[src/rtl/taste_ereignis_if.sv]
// ---------------------------------------------------------------------------
// taste_ereignis_if
// Signal bundle between a key debouncer / key-event decoder and the control
// logic consuming the events.
//   entprellt     debounced key level, 1 = pressed
//   gedrueckt     one-cycle pulse on press
//   losgelassen   one-cycle pulse on release
//   lang          one-cycle pulse when the long-press hold time is reached
//   wiederholung  one-cycle auto-repeat pulse while held after a long press
//   halten        level, 1 while the key is in a pressed state
// Modports:
//   master  supplies the key level, receives the events (debouncer side)
//   slave   the decoder: samples the key level, produces the events
// ---------------------------------------------------------------------------
interface taste_ereignis_if;
  logic entprellt;
  logic gedrueckt;
  logic losgelassen;
  logic lang;
  logic wiederholung;
  logic halten;

  modport master (
    output entprellt,
    input  gedrueckt,
    input  losgelassen,
    input  lang,
    input  wiederholung,
    input  halten
  );

  modport slave (
    input  entprellt,
    output gedrueckt,
    output losgelassen,
    output lang,
    output wiederholung,
    output halten
  );
endinterface

[src/rtl/taste_ereignis.sv]
// ---------------------------------------------------------------------------
// taste_ereignis
// Key-event decoder: turns a debounced key level into registered one-cycle
// pulses for press, release, long press and (optionally) auto-repeat, plus a
// registered "key held" level. One instance per key.
//
// Parameters:
//   LONG_COUNT    hold time in clk cycles before 'lang' fires   (2 .. 2^26-1)
//   REPEAT_COUNT  auto-repeat period in clk cycles after 'lang' (2 .. 2^26-1)
// Ports:
//   clk    system clock, rising edge
//   rst_n  asynchronous active-low reset
//   ev     taste_ereignis_if.slave (entprellt in; events and halten out)
// Build option:
//   TASTE_REPEAT_EN  defined: 'wiederholung' pulses every REPEAT_COUNT cycles
//                    while held after 'lang'. Undefined: 'wiederholung' is
//                    constant 0 and the counter rests at 0 in the long state.
// ---------------------------------------------------------------------------
module taste_ereignis #(
  parameter int LONG_COUNT   = 50_000_000,
  parameter int REPEAT_COUNT = 10_000_000
) (
  input  logic             clk,
  input  logic             rst_n,
  taste_ereignis_if.slave  ev
);

  localparam int CNT_W   = 26;
  localparam int CNT_MAX = (1 << CNT_W) - 1;

  if (LONG_COUNT < 2 || LONG_COUNT > CNT_MAX ||
      REPEAT_COUNT < 2 || REPEAT_COUNT > CNT_MAX) begin : g_param_check
    $error("taste_ereignis: LONG_COUNT/REPEAT_COUNT outside 2 .. 2^26-1");
  end

  localparam logic [CNT_W-1:0] LONG_LAST = CNT_W'(LONG_COUNT - 1);
`ifdef TASTE_REPEAT_EN
  localparam logic [CNT_W-1:0] REPEAT_LAST = CNT_W'(REPEAT_COUNT - 1);
`endif

  typedef enum logic [1:0] {
    IDLE,
    PRESSED,
    LONG
  } state_t;

  state_t           state;
  logic [CNT_W-1:0] cnt;
  logic             prev;
  logic             gedrueckt_q;
  logic             losgelassen_q;
  logic             lang_q;
  logic             wiederholung_q;
  logic             halten_q;

  // Falling level while held is a release; it takes priority over any
  // threshold hit that would coincide in the same cycle.
  logic release_hit;
  assign release_hit = !ev.entprellt && prev;

  always_ff @(posedge clk or negedge rst_n) begin
    if (!rst_n) begin
      state          <= IDLE;
      cnt            <= '0;
      prev           <= 1'b0;
      gedrueckt_q    <= 1'b0;
      losgelassen_q  <= 1'b0;
      lang_q         <= 1'b0;
      wiederholung_q <= 1'b0;
      halten_q       <= 1'b0;
    end else begin
      prev <= ev.entprellt;

      // NOTE: pulses default low here and are overridden below; with
      // non-blocking assignments the last write in the block wins, so each
      // pulse lasts exactly one cycle without a separate clear path.
      gedrueckt_q    <= 1'b0;
      losgelassen_q  <= 1'b0;
      lang_q         <= 1'b0;
      wiederholung_q <= 1'b0;

      unique case (state)
        IDLE: begin
          if (ev.entprellt && !prev) begin
            gedrueckt_q <= 1'b1;
            halten_q    <= 1'b1;
            cnt         <= '0;
            state       <= PRESSED;
          end
        end

        PRESSED: begin
          if (release_hit) begin
            losgelassen_q <= 1'b1;
            halten_q      <= 1'b0;
            cnt           <= '0;
            state         <= IDLE;
          end else if (cnt == LONG_LAST) begin
            lang_q <= 1'b1;
            cnt    <= '0;
            state  <= LONG;
          end else begin
            cnt <= cnt + CNT_W'(1);
          end
        end

        LONG: begin
          if (release_hit) begin
            losgelassen_q <= 1'b1;
            halten_q      <= 1'b0;
            cnt           <= '0;
            state         <= IDLE;
          end else begin
`ifdef TASTE_REPEAT_EN
            if (cnt == REPEAT_LAST) begin
              wiederholung_q <= 1'b1;
              cnt            <= '0;
            end else begin
              cnt <= cnt + CNT_W'(1);
            end
`else
            cnt <= '0;
`endif
          end
        end

        default: begin
          halten_q <= 1'b0;
          cnt      <= '0;
          state    <= IDLE;
        end
      endcase
    end
  end

  assign ev.gedrueckt    = gedrueckt_q;
  assign ev.losgelassen  = losgelassen_q;
  assign ev.lang         = lang_q;
  assign ev.wiederholung = wiederholung_q;
  assign ev.halten       = halten_q;

endmodule

[src/flat_wrapper.sv]
// flat-port wrapper written by rule: the top's interface ports become plain ports
module taste_ereignis_flat 
#(
  parameter int LONG_COUNT   = 50_000_000,
  parameter int REPEAT_COUNT = 10_000_000
)
  (clk, rst_n, ev_entprellt, ev_gedrueckt, ev_losgelassen, ev_lang, ev_wiederholung, ev_halten);
  taste_ereignis_if ev_i ();
  input  logic clk;
  input  logic rst_n;
  input wire logic [$bits(ev_i.entprellt)-1:0] ev_entprellt;
  output wire logic [$bits(ev_i.gedrueckt)-1:0] ev_gedrueckt;
  output wire logic [$bits(ev_i.losgelassen)-1:0] ev_losgelassen;
  output wire logic [$bits(ev_i.lang)-1:0] ev_lang;
  output wire logic [$bits(ev_i.wiederholung)-1:0] ev_wiederholung;
  output wire logic [$bits(ev_i.halten)-1:0] ev_halten;
  assign ev_i.entprellt = ev_entprellt;
  assign ev_gedrueckt = ev_i.gedrueckt;
  assign ev_losgelassen = ev_i.losgelassen;
  assign ev_lang = ev_i.lang;
  assign ev_wiederholung = ev_i.wiederholung;
  assign ev_halten = ev_i.halten;
  taste_ereignis #(.LONG_COUNT(LONG_COUNT), .REPEAT_COUNT(REPEAT_COUNT)) u_core (.clk(clk), .rst_n(rst_n), .ev(ev_i));
endmodule
[config.mk]
export PLATFORM = sky130hd
export DESIGN_NAME = taste_ereignis_flat
export DESIGN_NICKNAME = d
export VERILOG_FILES = /design/src/rtl/taste_ereignis_if.sv /design/src/rtl/taste_ereignis.sv /design/src/flat_wrapper.sv
export SDC_FILE = /design/constraint.sdc
export NUM_CORES = 1
export LEC_CHECK = 0
export ABC_CLOCK_PERIOD_IN_PS = 2200
export BUFFER_PORTS_ARGS = -buffer_cell sky130_fd_sc_hd__buf_2
export CORE_ASPECT_RATIO = 1.2
export CORE_MARGIN = 2
export CORE_UTILIZATION = 57
export CTS_CLUSTER_SIZE = 28
export DETAILED_ROUTE_END_ITERATION = 8
export PLACE_DENSITY = 0.87
export RECOVER_POWER = 50
export SLEW_MARGIN = 15
export SYNTH_ARGS = -nofsm -noshare
export SYNTH_HDL_FRONTEND = slang
export SYNTH_SLANG_ARGS = --single-unit
[constraint.sdc]
create_clock -name clk -period 2.2 [get_ports clk]
set_clock_uncertainty 0.05 [all_clocks]
set_input_delay 0.33 -clock clk [delete_from_list [all_inputs] [get_ports clk]]
set_output_delay 0.33 -clock clk [all_outputs]
set_load 0.01 [all_outputs]
### Word level (Yosys, flattened, before mapping)

Cells that the tools add are included.

| word-level totals | value |
|---|---|
| bits of input ports | 3 |
| flip-flop bits (word level) | 33 |

| operators by class | value |
|---|---|
| multiplexer cells | 19 |
| equality and inequality tests | 7 |
| add/sub/neg operators | 1 |
| reductions and logical operators | 8 |

Operators by type and width:

| cell | count |
|---|---|
| $mux W26 | 3 |
| $pmux W26 S2 | 1 |
| $add A26 B1 Y26 const B | 1 |
| $eq A26 B26 Y1 const B | 1 |
| $mux W1 | 9 |
| $mux W2 | 4 |
| $ne A2 B1 Y1 const B | 3 |
| $pmux W2 S3 | 1 |
| $ne A3 B1 Y1 const B | 1 |
| $reduce_and A3 Y1 | 1 |
| $eq A2 B1 Y1 const B | 1 |
| $eq A2 B2 Y1 const B | 1 |
| $logic_and A1 B1 Y1 | 2 |
| $logic_not A1 Y1 | 2 |
| $logic_not A2 Y1 | 1 |
| $pmux W1 S2 | 1 |
| $reduce_and A2 Y1 | 1 |
| $reduce_or A2 Y1 | 1 |

### Longest topological paths before layout

| logic depth | value |
|---|---|
| word-level depth | 4 |
| mapped depth | 8 |
| depth with buffers taken out | 6 |

### Worst setup path before layout

OpenSTA, ideal clock, no wires.

| timing | value |
|---|---|
| path type | register to register |
| from | register u_core.state[0] |
| to | register u_core.cnt[25] |
| period minus slack after synthesis | 1907 ps |
| library setup time | 78 ps |
| cell stages (with the launch flop) | 8 |
| arrival time | 1780 ps |
| setup slack | 293 ps |
| buffers on the path | 1 |
| cell sequence | dfrtp_1 inv_1 ha_1 clkbuf_1 a211oi_4 nand4_2 or3_1 a21oi_1 |

| on the way | value |
|---|---|
| cells in the longest elaborated chain, start to end | 2 |

RTL lines:

| element | RTL line | source |
|---|---|---|
| from (decl) | taste_ereignis.sv:47 | `state_t state;` |
| from (signal assigned) | taste_ereignis.sv:63 | `state <= IDLE;` |
| from (signal assigned) | taste_ereignis.sv:88 | `state <= PRESSED;` |
| from (signal assigned) | taste_ereignis.sv:97 | `state <= IDLE;` |
| $eq A2 B1 Y1 or $logic_not A2 Y1 (tied branches) | taste_ereignis.sv:82 | `unique case (state)` |
| $pmux W26 S2 or $ne A2 B1 Y1 (tied branches) | - |  |
| to (signal assigned) | taste_ereignis.sv:103 | `cnt <= cnt + CNT_W'(1);` |
| to (decl) | taste_ereignis.sv:48 | `logic [CNT_W-1:0] cnt;` |

Several ways; a longest one is shown, not always the timed one.
A chain may end at the register's enable or synchronous reset.

### Worst setup path after layout

| timing | value |
|---|---|
| from | register u_core.state[0] |
| to | register u_core.cnt[14] |

The elaborated chain is that of the path after synthesis.

==> metrics <==
DP HPWL 2673 µm; Synth Area in Compound Gates 10.09%; DR vias 1407; clk sinks 33; Tcrit/Tclk final 89.39%; Critical Path, Cell by Cell inv_1, ha_1, a2111oi_2, nand4_1, xor2_1, nor2_1; H-tree Lvls 2; worst-margin pin slew 0.7971 ns; die footprint 3645 µm²; # Max-Cap Violations 0; clock latency on the worst-skew pair 0.34 ns; Seq cells post-synth 33; final WL 3720 µm; core footprint 3055 µm²; DRT Pass-1 Iters 4; Slew Viols, Final 0; row count 22; Post-CTS Setup Inserts 0; CTS Buf Count 5; post-synth cell types 44; Top delay family on crit path compound AO/OA/AOI/OAI gates; Ys Warns 0; critical path launch point type flip-flop; Detailed Route Iter0 Violations 69; Worst IR Drop VDD 0.5507 mV; Leak 0.8956 nW; initial antenna violation count 0; RSZ-0062 raised after global routing no; Avg Inst Size Synth 9.786 µm²; die width 55.45 µm; simple-gate area share of the yosys netlist 27.64%; Initial Utilization 59.25%; syn_nets 192; worst hold margin 0.1121 ns; Critical-path top delay cell a2111oi_2; Final Non-Filler Cells 230; PnR Total Power 1.527 mW; Crit. Startpoint u_core.state[0]$_DFFE_PN0P_; TritonCTS clock tree done; total track usage 24.19%; first-pass GRT wire length 6775 µm; Setup crit end kind flip-flop; DRC violations left 0; HP Class in2reg; routability cong. 0.9183; worst setup path class reg2reg; multiplexer share of the synthesized area 3.317%; IO Count 8; Post-Synth XOR/XNOR Area 6.773%; # setup viols final 0; cells after synthesis 185; combinational family with the most area after synthesis simple AND/OR/NAND/NOR gates; Max Root-Sink Buffers 2; Fin. Hold Viols 0; aggregate negative setup slack 0 ns; Fmax achieved 508.5 MHz; area share of the largest cell type after synthesis 45.61%; post-route ant nets 0; hold wc startpoint ev_entprellt; CP max stage delay 0.59 ns; diode count 0; Synth area leaders dfrtp_1 46%, xor2_1 5.8%, nand3_1 3.9%, nor2_1 3.7%, nand4_1 3.5%; largest net degree at the start of global routing 34; post-synthesis adder-cell area fraction 2.764%; mapped cell area 1810 µm²; sequential-to-total area share from yosys stat 45.61%; Cells after DPL 221; worst path bufs/invs 1; DR vias/cell 6.117; vias in the first global route 1485; CTS root buffer clkbuf_4; PwrDens 783.8 nW/µm²; Port Buffers 6; Die Height 65.74 µm; remaining global-route overflow 0; relative slew slack 46.86%; nets 200; Reg2Reg Launch Point u_core.state[0]$_DFFE_PN0P_; cell taking the most area after synthesis dfrtp_1; status complete, no violations; Area growth, synth to finish 7.602%; clock-pin slew on the worst setup and hold paths 0.10 ns; wire length per cell 16.17 µm; minimum clock period 1.967 ns; WP data required 2.38 ns; layout cells sized above 1 13.92%; CP Max Fanout 8; Critical Path AT 2.14 ns
[worst paths after layout]
check | endpoint | slack [ns] | depth (start not counted)
worst min-delay path | u_core.prev$_DFF_PN0_ | 0.11 | 1
worst max-delay path | u_core.cnt[14]$_DFFE_PN0P_ | 0.23 | 6
worst max register to register | u_core.cnt[14]$_DFFE_PN0P_ | 0.23 | 6
max in group asynchronous | u_core.ev.gedrueckt$_DFF_PN0_ | 1.06 | 2
worst min register to register | u_core.ev.halten$_DFFE_PN0P_ | 0.45 | 1
min in group asynchronous | u_core.cnt[21]$_DFFE_PN0P_ | 0.55 | 2
[layout make-up]
cell class,count,area [µm²]
clock buffers,7,65.06
inverters,6,22.52
well taps,36,45.04
clock inverters,1,5.005
flip-flops and latches,33,825.8
fillers,236,1107
repair buffers,10,60.06
multi-input cells,137,924.6
[per-layer routing]
metal	vias up	GRT usage, %	wire [µm]
met1	682	27.68	1529
met3	11	5.512	163
met5	-	0	0
met2	46	41.07	1907
li1	668	-	-
met4	0	14.94	119
[synthesized netlist by cell type, drive strengths merged]
| cell | instances |
|---|---|
| nor2 | 19 |
| nand2b | 4 |
| buf | 4 |
| a31oi | 1 |
| nor4b | 1 |
| a211oi | 1 |
| inv | 6 |
| and3 | 6 |
| o31ai | 1 |
| nand2 | 11 |
| a41oi | 1 |
| o21ai | 8 |
| nor4 | 2 |
| and4 | 4 |
| nor3 | 1 |
| ha | 4 |
| nand4 | 13 |
| or3 | 1 |
| a21oi | 10 |
| xor2 | 12 |
| nand3 | 15 |
| conb | 1 |
| and2 | 6 |
| dfrtp | 33 |
| a2111oi | 1 |
| o22ai | 1 |
| o211ai | 1 |
| mux2i | 6 |
| nand4bb | 1 |
| a21o | 2 |
| clkbuf | 5 |
| xnor2 | 2 |
| nor3b | 1 |
[cell usage in the layout, fill, tap and decap left out, drive strengths merged, types with 2 or more instances in the layout]
master | synthesis | layout
a21o | 2 | 2
a21oi | 10 | 10
and2 | 6 | 6
and3 | 6 | 6
and4 | 4 | 4
buf | 4 | 6
clkbuf | 5 | 10
dfrtp | 33 | 33
ha | 4 | 4
inv | 6 | 6
mux2i | 6 | 6
nand2 | 11 | 11
nand2b | 4 | 4
nand3 | 15 | 15
nand4 | 13 | 13
nor2 | 19 | 19
nor4 | 2 | 2
o21ai | 8 | 8
xnor2 | 2 | 2
xor2 | 12 | 12
[what timing repair did]
action | CTS | global route
hold buffers | 1 | 0
endpoints found under the hold margin | 26 | 0
setup endpoints to repair | 0 | 1
resized for setup | 0 | 1
[through the flow]
step	setup slack [ns]	cell area [µm²]	util, %
after floorplan	0.2929	1810	-
after global placement	0.2926	1866	61.06
after detailed placement	0.2095	1866	61.06
after CTS	0.2035	1946	63.68
after global routing	0.07039	1948	63.76
final	0.2334	1948	63.76
[logic make-up (layout without fill, tap and decap cells)]
kind of cell | Yosys count | after routing
compound gates | 27 | 27
xor+xnor | 14 | 14
fa+ha+maj | 4 | 4
buf+inv | 15 | 24
flops | 33 | 33
mux | 6 | 6
other cells | 1 | 1
simple gates | 85 | 85
[state kept, by name, summed over array words and instances (netlist names)]
name / cells
u_core.cnt: 26
u_core.state: 2
u_core.ev.gedrueckt: 1
u_core.ev.halten: 1
u_core.ev.lang: 1
u_core.ev.losgelassen: 1
u_core.prev: 1
[power breakdown]
part | total [mW] | internal [mW] | leakage, nW | switching, mW
clock | 0.394 | 0.185 | 0.0413 | 0.209
sequential | 0.687 | 0.648 | 0.453 | 0.0384
combinational | 0.446 | 0.137 | 0.401 | 0.309
total | 1.53 | 0.970 | 0.896 | 0.557
Power figures use the tool's default switching activity.
